`src/rtl/l2_pkg.sv`:
```
// Shared types, address helpers and command priority for the L2 write-side fill controller.
// Word addresses are [27:2]; a line is 4 words, so the word index is address bits [3:2].
package l2_pkg;

    localparam int LINE_WORDS = 4;
    localparam int ADDR_W     = 26;
    localparam int IDX_W      = 2;
    localparam int TAG_W      = ADDR_W - IDX_W;

    typedef logic [ADDR_W-1:0] waddr_t;
    typedef logic [IDX_W-1:0]  idx_t;

    typedef enum logic [1:0] {
        IDLE,
        FILL,
        ACK
    } state_t;

    // Cache-port commands, listed from lowest to highest priority.
    typedef enum logic [2:0] {
        CMD_NONE,
        CMD_WORD,
        CMD_SNOOP,
        CMD_INV,
        CMD_FLUSH
    } cmd_t;

    function automatic cmd_t pick_cmd(input logic flush, input logic inv,
                                      input logic snp, input logic word);
        cmd_t c;
        if (flush)
            c = CMD_FLUSH;
        else if (inv)
            c = CMD_INV;
        else if (snp)
            c = CMD_SNOOP;
        else if (word)
            c = CMD_WORD;
        else
            c = CMD_NONE;
        return c;
    endfunction

    function automatic waddr_t line_base(input waddr_t a);
        return a & ~waddr_t'(LINE_WORDS - 1);
    endfunction

    function automatic logic same_line(input waddr_t a, input waddr_t b);
        return line_base(a) == line_base(b);
    endfunction

    function automatic waddr_t word_addr(input waddr_t base, input idx_t idx);
        return base | waddr_t'(idx);
    endfunction

endpackage

```
`src/rtl/l2_fill_buf.sv`:
```
// One-entry buffer for the memory word awaiting its cache write, plus the per-word byte
// exclusion masks that stop fill data from overwriting bytes the CPU wrote during the fill.
module l2_fill_buf
    import l2_pkg::*;
(
    input  logic        clk,
    input  logic        rst_n,
    input  logic        clear,
    input  logic        load,
    input  logic [31:0] load_data,
    input  logic        drain,
    input  logic        excl_set,
    input  logic [1:0]  excl_idx,
    input  logic [3:0]  excl_mask,
    input  logic [1:0]  rd_idx,
    output logic        full,
    output logic [31:0] data,
    output logic [3:0]  mask
);

    logic [LINE_WORDS-1:0][3:0] excl;

    always_ff @(posedge clk or negedge rst_n) begin
        if (!rst_n) begin
            full <= 1'b0;
            data <= '0;
        end else if (clear) begin
            full <= 1'b0;
        end else if (load) begin
            full <= 1'b1;
            data <= load_data;
        end else if (drain) begin
            full <= 1'b0;
        end
    end

    always_ff @(posedge clk or negedge rst_n) begin
        if (!rst_n) begin
            excl <= '0;
        end else if (clear) begin
            excl <= '0;
        end else if (excl_set) begin
            excl[excl_idx] <= excl[excl_idx] | excl_mask;
        end
    end

    assign mask = 4'hF & ~excl[rd_idx];

endmodule

```
`src/rtl/l2_fill_ctrl.sv`:
```
// Write-side L2 controller: line fills on read misses, write-through of snooped CPU writes,
// and single/global invalidates, arbitrated onto one registered cache write port.
module l2_fill_ctrl
    import l2_pkg::*;
(
    input  logic        CLK,
    input  logic        nRST,
    input  logic        MissReq,
    input  logic [27:2] MissA,
    output logic        MissAck,
    output logic        MemReq,
    output logic [27:2] MemA,
    input  logic        MemAck,
    input  logic [31:0] MemD,
    input  logic        SnpWR,
    input  logic [27:2] SnpA,
    input  logic [31:0] SnpD,
    input  logic [3:0]  SnpM,
    input  logic        InvReq,
    input  logic [27:2] InvA,
    input  logic        FlushReq,
    output logic [27:2] WRA,
    output logic [31:0] WRD,
    output logic [3:0]  WRM,
    output logic        TS,
    output logic        WR,
    output logic        CLR,
    output logic        ALL,
    output logic        Busy
);

    state_t      state, state_nx;
    cmd_t        cmd;

    waddr_t      fill_base;
    logic [2:0]  rx_cnt;
    idx_t        wr_cnt;

    logic        pend_flush;
    logic        pend_inv;
    waddr_t      pend_inv_a;
    logic        pend_snp;
    waddr_t      pend_snp_a;
    logic [31:0] pend_snp_d;
    logic [3:0]  pend_snp_m;

    logic        flush_req, inv_req, snp_req, word_req;
    waddr_t      inv_a, snp_a;
    logic [31:0] snp_d;
    logic [3:0]  snp_m;

    logic        buf_full;
    logic [31:0] buf_data;
    logic [3:0]  buf_mask;
    logic        ack_ok, excl_set, buf_clear;

    logic        miss_go, abort;
    logic        mem_req_nx, miss_ack_nx, busy_nx;
    logic        wr_nx, ts_nx, clr_nx, all_nx;
    waddr_t      wra_nx;
    logic [31:0] wrd_nx;
    logic [3:0]  wrm_nx;

    // Pulse requests that lose arbitration wait in a pending slot; the older one is served first.
    always_comb begin
        flush_req = FlushReq | pend_flush;
        inv_req   = InvReq | pend_inv;
        inv_a     = pend_inv ? pend_inv_a : InvA;
        snp_req   = SnpWR | pend_snp;
        snp_a     = pend_snp ? pend_snp_a : SnpA;
        snp_d     = pend_snp ? pend_snp_d : SnpD;
        snp_m     = pend_snp ? pend_snp_m : SnpM;
        word_req  = (state == FILL) && buf_full;
        cmd       = pick_cmd(flush_req, inv_req, snp_req, word_req);
        ack_ok    = (state == FILL) && MemAck && !buf_full && (rx_cnt < 3'(LINE_WORDS));
        excl_set  = (cmd == CMD_SNOOP) && (state == FILL) && same_line(snp_a, fill_base);
    end

    always_comb begin
        state_nx    = state;
        mem_req_nx  = MemReq;
        miss_ack_nx = 1'b0;
        wr_nx       = 1'b0;
        ts_nx       = 1'b0;
        clr_nx      = 1'b0;
        all_nx      = 1'b0;
        wra_nx      = WRA;
        wrd_nx      = WRD;
        wrm_nx      = WRM;
        miss_go     = 1'b0;
        abort       = 1'b0;

        case (cmd)
            CMD_FLUSH: begin
                clr_nx = 1'b1;
                all_nx = 1'b1;
            end
            CMD_INV: begin
                clr_nx = 1'b1;
                wra_nx = inv_a;
            end
            CMD_SNOOP: begin
                wr_nx  = 1'b1;
                wra_nx = snp_a;
                wrd_nx = snp_d;
                wrm_nx = snp_m;
            end
            CMD_WORD: begin
                wr_nx  = 1'b1;
                ts_nx  = (wr_cnt == '0);
                wra_nx = word_addr(fill_base, wr_cnt);
                wrd_nx = buf_data;
                wrm_nx = buf_mask;
            end
            default: ;
        endcase

        // MissAck still high means the CPU has not yet dropped the request it just got acked.
        case (state)
            IDLE: begin
                if (cmd == CMD_NONE && MissReq && !MissAck) begin
                    state_nx   = FILL;
                    mem_req_nx = 1'b1;
                    miss_go    = 1'b1;
                end
            end
            FILL: begin
                if (cmd == CMD_FLUSH || cmd == CMD_INV) begin
                    abort      = 1'b1;
                    state_nx   = IDLE;
                    mem_req_nx = 1'b0;
                end else if (cmd == CMD_WORD && wr_cnt == idx_t'(LINE_WORDS - 1)) begin
                    state_nx   = ACK;
                    mem_req_nx = 1'b0;
                end
            end
            ACK: begin
                miss_ack_nx = 1'b1;
                state_nx    = IDLE;
            end
            default: state_nx = IDLE;
        endcase

        busy_nx = (state_nx != IDLE);
    end

    assign buf_clear = miss_go | abort;

    always_ff @(posedge CLK or negedge nRST) begin
        if (!nRST)
            state <= IDLE;
        else
            state <= state_nx;
    end

    always_ff @(posedge CLK or negedge nRST) begin
        if (!nRST) begin
            MissAck <= 1'b0;
            MemReq  <= 1'b0;
            WR      <= 1'b0;
            TS      <= 1'b0;
            CLR     <= 1'b0;
            ALL     <= 1'b0;
            Busy    <= 1'b0;
            WRA     <= '0;
            WRD     <= '0;
            WRM     <= '0;
        end else begin
            MissAck <= miss_ack_nx;
            MemReq  <= mem_req_nx;
            WR      <= wr_nx;
            TS      <= ts_nx;
            CLR     <= clr_nx;
            ALL     <= all_nx;
            Busy    <= busy_nx;
            WRA     <= wra_nx;
            WRD     <= wrd_nx;
            WRM     <= wrm_nx;
        end
    end

    // The burst is line-aligned; MemA advances on each accepted beat and parks on the last word.
    always_ff @(posedge CLK or negedge nRST) begin
        if (!nRST) begin
            fill_base <= '0;
            MemA      <= '0;
            rx_cnt    <= '0;
            wr_cnt    <= '0;
        end else if (miss_go) begin
            fill_base <= line_base(MissA);
            MemA      <= line_base(MissA);
            rx_cnt    <= '0;
            wr_cnt    <= '0;
        end else begin
            if (ack_ok) begin
                rx_cnt <= rx_cnt + 3'd1;
                if (rx_cnt < 3'(LINE_WORDS - 1))
                    MemA <= word_addr(fill_base, rx_cnt[IDX_W-1:0] + idx_t'(1));
            end
            if (cmd == CMD_WORD)
                wr_cnt <= wr_cnt + idx_t'(1);
        end
    end

    always_ff @(posedge CLK or negedge nRST) begin
        if (!nRST) begin
            pend_flush <= 1'b0;
            pend_inv   <= 1'b0;
            pend_inv_a <= '0;
            pend_snp   <= 1'b0;
            pend_snp_a <= '0;
            pend_snp_d <= '0;
            pend_snp_m <= '0;
        end else begin
            if (cmd == CMD_FLUSH)
                pend_flush <= 1'b0;
            else if (FlushReq)
                pend_flush <= 1'b1;

            if (cmd == CMD_INV) begin
                pend_inv   <= pend_inv & InvReq;
                pend_inv_a <= InvA;
            end else if (InvReq && !pend_inv) begin
                pend_inv   <= 1'b1;
                pend_inv_a <= InvA;
            end

            if (cmd == CMD_SNOOP) begin
                pend_snp   <= pend_snp & SnpWR;
                pend_snp_a <= SnpA;
                pend_snp_d <= SnpD;
                pend_snp_m <= SnpM;
            end else if (SnpWR && !pend_snp) begin
                pend_snp   <= 1'b1;
                pend_snp_a <= SnpA;
                pend_snp_d <= SnpD;
                pend_snp_m <= SnpM;
            end
        end
    end

    l2_fill_buf u_buf (
        .clk       (CLK),
        .rst_n     (nRST),
        .clear     (buf_clear),
        .load      (ack_ok),
        .load_data (MemD),
        .drain     (cmd == CMD_WORD),
        .excl_set  (excl_set),
        .excl_idx  (snp_a[IDX_W-1:0]),
        .excl_mask (snp_m),
        .rd_idx    (wr_cnt),
        .full      (buf_full),
        .data      (buf_data),
        .mask      (buf_mask)
    );

endmodule

```
`config.mk`:
```
export PLATFORM = sky130hd
export DESIGN_NAME = l2_fill_ctrl
export DESIGN_NICKNAME = d
export VERILOG_FILES = /design/src/rtl/l2_pkg.sv /design/src/rtl/l2_fill_buf.sv /design/src/rtl/l2_fill_ctrl.sv
export SDC_FILE = /design/constraint.sdc
export NUM_CORES = 1
export LEC_CHECK = 0
export BUFFER_PORTS_ARGS = -buffer_cell sky130_fd_sc_hd__buf_2
export CAP_MARGIN = 20
export CORE_MARGIN = 5
export CORE_UTILIZATION = 50
export CTS_BUF_LIST = sky130_fd_sc_hd__clkbuf_16
export CTS_CLUSTER_DIAMETER = 50
export DETAILED_ROUTE_END_ITERATION = 8
export GPL_TIMING_DRIVEN = 0
export MAX_ROUTING_LAYER = met4
export PLACE_DENSITY = 0.74
export REMOVE_ABC_BUFFERS = 1
export SLEW_MARGIN = 20
export SYNTH_ARGS = -nofsm -noshare
export SYNTH_HDL_FRONTEND = slang
export SYNTH_SLANG_ARGS = --single-unit
```
`constraint.sdc`:
```
create_clock -name CLK -period 4.7 [get_ports CLK]
set_input_delay 0.94 -clock CLK [delete_from_list [all_inputs] [get_ports CLK]]
set_output_delay 0.94 -clock CLK [all_outputs]
set_load 0.01 [all_outputs]
```
* Word level (Yosys, flattened, before mapping)
Index checks and enable logic that the tools add are counted.
Operators by class: add/subtract/negate cells 3, $lt $le $gt $ge 5, equal/unequal tests 10, muxes and demuxes 61, bitwise operators 11, reductions and logical operators 37
Operator list (count):
- $mux W26 | 9
- $mux W32 | 3
- $pmux W26 S3 | 1
- $pmux W32 S2 | 1
- $or A26 B2 Y26 | 2
- $mux W16 | 2
- $eq A24 B24 Y1 | 1
- $mux W4 | 6
- $mux W1 | 22
- $reduce_bool A2 Y1 | 10
- $bmux W4 S2 | 2
- $bwmux W16 | 1
- $mux W3 | 5
- $logic_and A1 B1 Y1 | 12
- $mux W2 | 5
- $demux W4 S2 | 1
- $pmux W4 S2 | 1
- $eq A3 B2 Y1 const B | 2
- $lt A2 B3 Y1 const B | 2
- $reduce_bool A3 Y1 | 2
- $add A2 B1 Y2 const B | 2
- $eq A2 B2 Y1 const B | 2
- $logic_not A1 Y1 | 4
- $logic_not A2 Y1 | 2
- 21 further kinds | 27
Storage, ports and cells: register bits after elaboration 266, output and inout bits 95, logic and storage cells 155

* Logic depth before layout (Yosys ltp)
depth in word-level cells 14, mapped depth 10, gate-level depth less buffers 7

* Modules after synthesis
From an unflattened synthesis, not the netlist that was laid out.
Unflattened totals: cells, all modules 1032, area total of the unflattened synthesis 12131.6 µm²
Modules (own cells, without submodules):
- l2_fill_ctrl | instances 1, cells each 886, area an instance 9934.5 µm², sequential area each 5430.2 µm²
- l2_fill_buf | instances 1, cells each 146, area an instance 2197.1 µm², sequential area each 1226.2 µm²

* Worst setup path after synthesis
OpenSTA, ideal clock, no wires.
path type input-to-reg, start input port FlushReq, end register MemA[15] (netlist bit), setup time 128 ps, arrival time 2809 ps, data required time 4572 ps, path slack 1764 ps, cell stages on the path 6, buffers on the path 1, cell sequence nor4_4 -> nand3_1 -> nor4_4 -> buf_2 -> mux2_2 -> mux2_1
Between the ends: word-level cells in the longest chain between the ends 9, elaborated cells on any way between the ends 11
Ends and longest elaborated chain:
- start, declared | RTL line l2_fill_ctrl.sv:21 | input logic FlushReq,
- $or A1 B1 Y1 * | RTL line l2_fill_ctrl.sv:66 | flush_req = FlushReq | pend_flush;
- $mux W3 * | RTL line l2_pkg.sv:31 | if (flush)
- $logic_not A3 Y1 * | RTL line l2_fill_ctrl.sv:121 | if (cmd == CMD_NONE && MissReq && !MissAck) begin
- $logic_and A1 B1 Y1 * (2 in series) | RTL line l2_fill_ctrl.sv:121
- $mux W1 * | RTL line l2_fill_ctrl.sv:121
- $mux W1 * | RTL line l2_fill_ctrl.sv:119 | case (state)
- $reduce_bool A2 Y1 (no source line)
- $reduce_and A2 Y1 (no source line)
- end signal, assigned | RTL line l2_fill_ctrl.sv:191 | MemA <= line_base(MissA);
- end signal, assigned | RTL line l2_fill_ctrl.sv:198 | MemA <= word_addr(fill_base, rx_cnt[IDX_W-1:0] + idx_t'(1));
- end, declared | RTL line l2_fill_ctrl.sv:12 | output logic [27:2] MemA,
Mark *: on every way between the ends. The rest lies on a longest branch, timed or not. A chain may end at the register's enable or synchronous reset.

* Worst setup path after layout
start register pend_snp, end register WRA[9] (netlist bit)
Between the ends: word-level cells in the longest chain between the ends 6, elaborated cells on any way between the ends 10
Ends and longest elaborated chain:
- start, declared | RTL line l2_fill_ctrl.sv:42 | logic pend_snp;
- start signal, assigned | RTL line l2_fill_ctrl.sv:229 | pend_snp <= pend_snp & SnpWR;
- $or A1 B1 Y1 | RTL line l2_fill_ctrl.sv:69 | snp_req = SnpWR | pend_snp;
- $mux W3 | RTL line l2_pkg.sv:35 | else if (snp)
- $mux W3 | RTL line l2_pkg.sv:33 | else if (inv)
- $mux W3 | RTL line l2_pkg.sv:31
- $eq A3 B1 Y1 / $eq A3 B2 Y1 (equally long branches) | RTL line l2_fill_ctrl.sv:93 | case (cmd)
- $pmux W26 S3 / $reduce_bool A3 Y1 (equally long branches)
- end signal, assigned | RTL line l2_fill_ctrl.sv:176 | WRA <= wra_nx;
- end, declared | RTL line l2_fill_ctrl.sv:22 | output logic [27:2] WRA,
Parallel ways exist; a longest one is shown, timed or not.

==> run_results.csv <==
group,metric,value,unit
synthesis,syn_avg_cell_area,12.3,um^2
setup_path,path_max_fanout,43,
timing,drv_slew,0,
global_routing,grt_util_all_layers,22.0,%
drt,vias,8489,
synthesis,async_flop_share,100,%
setup_path,crit_top_cell,"buf_12",
power_and_ir_drop,swShare,28.2,%
drt,postRouteAntennaNets,0,
power_and_ir_drop,powerDensity,435,nW/um^2
floorplanning,coreArea,24000,um^2
power_and_ir_drop,power.switching,1.85,mW
setup_path,crit_required,5.16,ns
setup_path,rr_worst_depth,9,
setup_path,rr_startpoint,"pend_snp$_DFFE_PN0P_",
synthesis,synthTopCellsByArea,"dfrtp_1, mux2_2, mux2i_1",
setup_path,cp-startpoint,"pend_snp$_DFFE_PN0P_",
hold_path,holdCritPathClass,"in -> async",
clock_tree,hold_buffers,0,
layout,nets,1385,
placement,io_buffers,245,
floorplanning,initial_core_util,50.3,%
timing,whs,0.194,ns
setup_path,critPathKind,"reg -> reg",
power_and_ir_drop,p_clk_share,34.0,%
clock_tree,clkTransAtPathRegs,0.06,ns
timing,hold_violations,0,
floorplanning,die_area,27400,um^2
global_routing,antenna_found_initial,9,
setup_path,cpPeakStageDelay,0.68,ns
timing,grt_setup_unrepaired,"no",
clock_tree,cts_tree,"built",
power_and_ir_drop,peakVddDrop,0.419,mV
timing,setup_ws,1.02,ns
drt,dr.pass1.iters,4,
synthesis,ys_seq_area_share,55.0,%
floorplanning,io_pins,248,
global_routing,grt-ovfl-total,0,
placement,dp_slack,0.807,ns
setup_path,critPathLaunchType,"flop",
drt,drt-wirelength-per-cell,18.6,um
layout,stdcell_count,1584,
setup_path,path_delay_family,"buffers and inverters",
floorplanning,std_cell_rows,57,
clock_tree,cts_resized,0,
drt,first_iter_violations,417,
clock_tree,clock_path_buffers,3,
placement,post-place-cells,1520,
placement,place_hpwl,21000,um
timing,min_period,3.68,ns
synthesis,synth_top_area_share,55.0,%
synthesis,ys_warn_count,0,
setup_path,rr_endpoint,"WRA[9]$_DFFE_PN0P_",
timing,fmax,272,MHz
drt,avgViaCountPerCell,5.36,
timing,worst_pin_slew,0.895,ns
synthesis,yosysTopAreaCell,"dfrtp_1",
floorplanning,fp.dieW,166,um
drt,drc,0,
synthesis,synth_edf_count,0,
global_routing,grt_pass1_wl,47000,um
setup_path,worst_path_max_delay_cell,"dfrtp_4",
setup_path,r2r_setup_slack,1.02,ns
global_routing,grt_start_max_net_pins,98,
outcome,status,"completed",
setup_path,cp.depth,9,
timing,setup_viol,0,
timing,max_slew_margin,38.6,%
placement,gp_congestion,0.765,
setup_path,path_buf_inv,4,
setup_path,end_kind,"flop",
clock_tree,clockRootBuffer,"clkbuf_16",
flow_run,cap_violations,0,
timing,clock_skew,0.0164,ns
power_and_ir_drop,p_leak,7.55,nW
power_and_ir_drop,p_int,4.70,mW
setup_path,cp.arrival,4.14,ns
clock_tree,cts_buffers,31,
drt,drt-total-wl,29400,um
layout,area_growth_syn_to_layout,24.5,%
timing,finalCritPeriodShare,78.2,%
synthesis,syn-instance-count,982,
clock_tree,clock-sinks,266,
synthesis,synth-main-ff-cell,"dfrtp_1",
clock_tree,clk_latency,0.54,ns
synthesis,ys_types,45,
synthesis,ys_ff_latch,266,
synthesis,synth_area,12100,um^2
clock_tree,cts_setup_buffers,0,
clock_tree,htree_num_levels,1,
global_routing,grt_pass1_vias,8927,
layout,drive_gt1_share,41.3,%
power_and_ir_drop,p_comb_share,21.3,%
setup_path,crit_path_cell_trace,"buf_12, buf_12, o21ai_4, and2_2, buf_12, clkinv_2, o22ai_1, a21oi_1, a21oi_1",
floorplanning,die_y,166,um
power_and_ir_drop,seqPwrFrac,44.7,%
## placed cells by master, fill, tap and decap left out, types with 3 or more instances in the layout
cell | Yosys | layout
xor2_1 | 3 | 3
buf_6 | 3 | 5
mux4_2 | 8 | 8
buf_16 | 0 | 13
nor2_1 | 69 | 68
ha_1 | 3 | 3
buf_4 | 2 | 8
mux2i_2 | 3 | 4
nand3_1 | 8 | 8
and2_1 | 6 | 5
nor2b_1 | 5 | 5
nor4_4 | 6 | 6
diode_2 | 0 | 9
dfrtp_1 | 266 | 264
mux2i_1 | 99 | 96
clkbuf_16 | 0 | 31
clkinv_2 | 0 | 6
o21ai_0 | 38 | 38
nor3_1 | 5 | 4
inv_1 | 7 | 16
o22ai_1 | 27 | 27
clkinv_1 | 1 | 3
nand2_1 | 62 | 62
mux2_1 | 4 | 4
xnor2_1 | 22 | 22
buf_12 | 0 | 3
o31ai_1 | 3 | 3
mux2_2 | 165 | 165
buf_2 | 9 | 244
a21oi_1 | 90 | 89
## cells in the mapped netlist (4+ instances only)
| cell | instances |
|---|---|
| xnor2_1 | 22 |
| nor4_4 | 6 |
| a21oi_1 | 90 |
| inv_1 | 7 |
| o21ai_0 | 38 |
| mux2_2 | 165 |
| buf_2 | 9 |
| mux2_1 | 4 |
| nand2_1 | 62 |
| nand3_1 | 8 |
| buf_1 | 6 |
| mux4_2 | 8 |
| and2_1 | 6 |
| nor3_1 | 5 |
| mux2i_1 | 99 |
| nor2b_1 | 5 |
| nor2_1 | 69 |
| clkbuf_1 | 40 |
| dfrtp_1 | 266 |
| o22ai_1 | 27 |
## per-stage QoR
stage                     area [um^2]  util [%]  setup TNS (ns)  total power [mW]
after floorplan                 11800         -         -286.99              3.83
after global placement          13500      56.0        -1533.96              4.29
after detailed placement        14100      58.6               0              4.37
after CTS                       15000      62.5               0              6.62
after global routing            15100      62.6               0              6.94
final                           15100      62.6               0              6.55
## worst max path at each step
stage	endpoint	slack, ns
2_1_floorplan	WRM[3]$_DFFE_PN0N_	-3.08
3_3_place_gp	WRM[3]$_DFFE_PN0N_	-8.53
3_5_place_dp	WRD[4]$_DFFE_PN0N_	0.81
4_1_cts	WRA[10]$_DFFE_PN0P_	0.96
5_1_grt	WRA[18]$_DFFE_PN0P_	0.75
6_report	WRA[9]$_DFFE_PN0P_	1.02
## cells by family (layout without fill, tap and decap cells)
family	after synthesis	after routing	share of synthesized area (%)
compound gates	165	165	7.30
simple gates	173	173	7.12
mux	279	279	25.8
xor+xnor	25	25	1.81
other cells	1	10	0.0310
buf+inv	68	337	2.45
flops	266	266	55.0
fa+ha+maj	5	5	0.476
## flip-flops by register name, indices dropped and copies added (netlist names), 4 cells and up
| name | count |
|---|---|
| MemA | 26 |
| WRA | 26 |
| WRD | 32 |
| WRM | 4 |
| fill_base | 24 |
| pend_inv_a | 26 |
| pend_snp_a | 26 |
| pend_snp_d | 32 |
| pend_snp_m | 4 |
| u_buf.data | 32 |
| u_buf.excl | 16 |
## cell type report
cell class | count | area [um^2]
well taps | 324 | 405
clock buffers | 31 | 776
diodes | 9 | 22.5
clock inverters | 24 | 174
repair buffers | 274 | 1770
inverters | 8 | 31.3
fillers | 1902 | 8980
multi-input cells | 648 | 5210
flip-flops and latches | 266 | 6660
## per-layer routing
layer | vias up | global-route usage (%) | part of all wire [%]
met4 | 0 | 5.32 | 1.7
li1 | 4005 | - | -
met5 | - | - | 0
met2 | 247 | 34.7 | 47
met1 | 4197 | 28.6 | 42
met3 | 40 | 6.21 | 8.6
## power groups by stage
stage               logic (mW)  registers, mW  clock network, mW
floorplan                0.819           3.01                  0
global placement          1.34           2.95                  0
detailed placement        1.41           2.96                  0
CTS                       1.42           2.92               2.28
global route              1.57           2.97               2.40
finish                    1.39           2.92               2.23
Note: power is estimated with default switching activity, not from simulation.
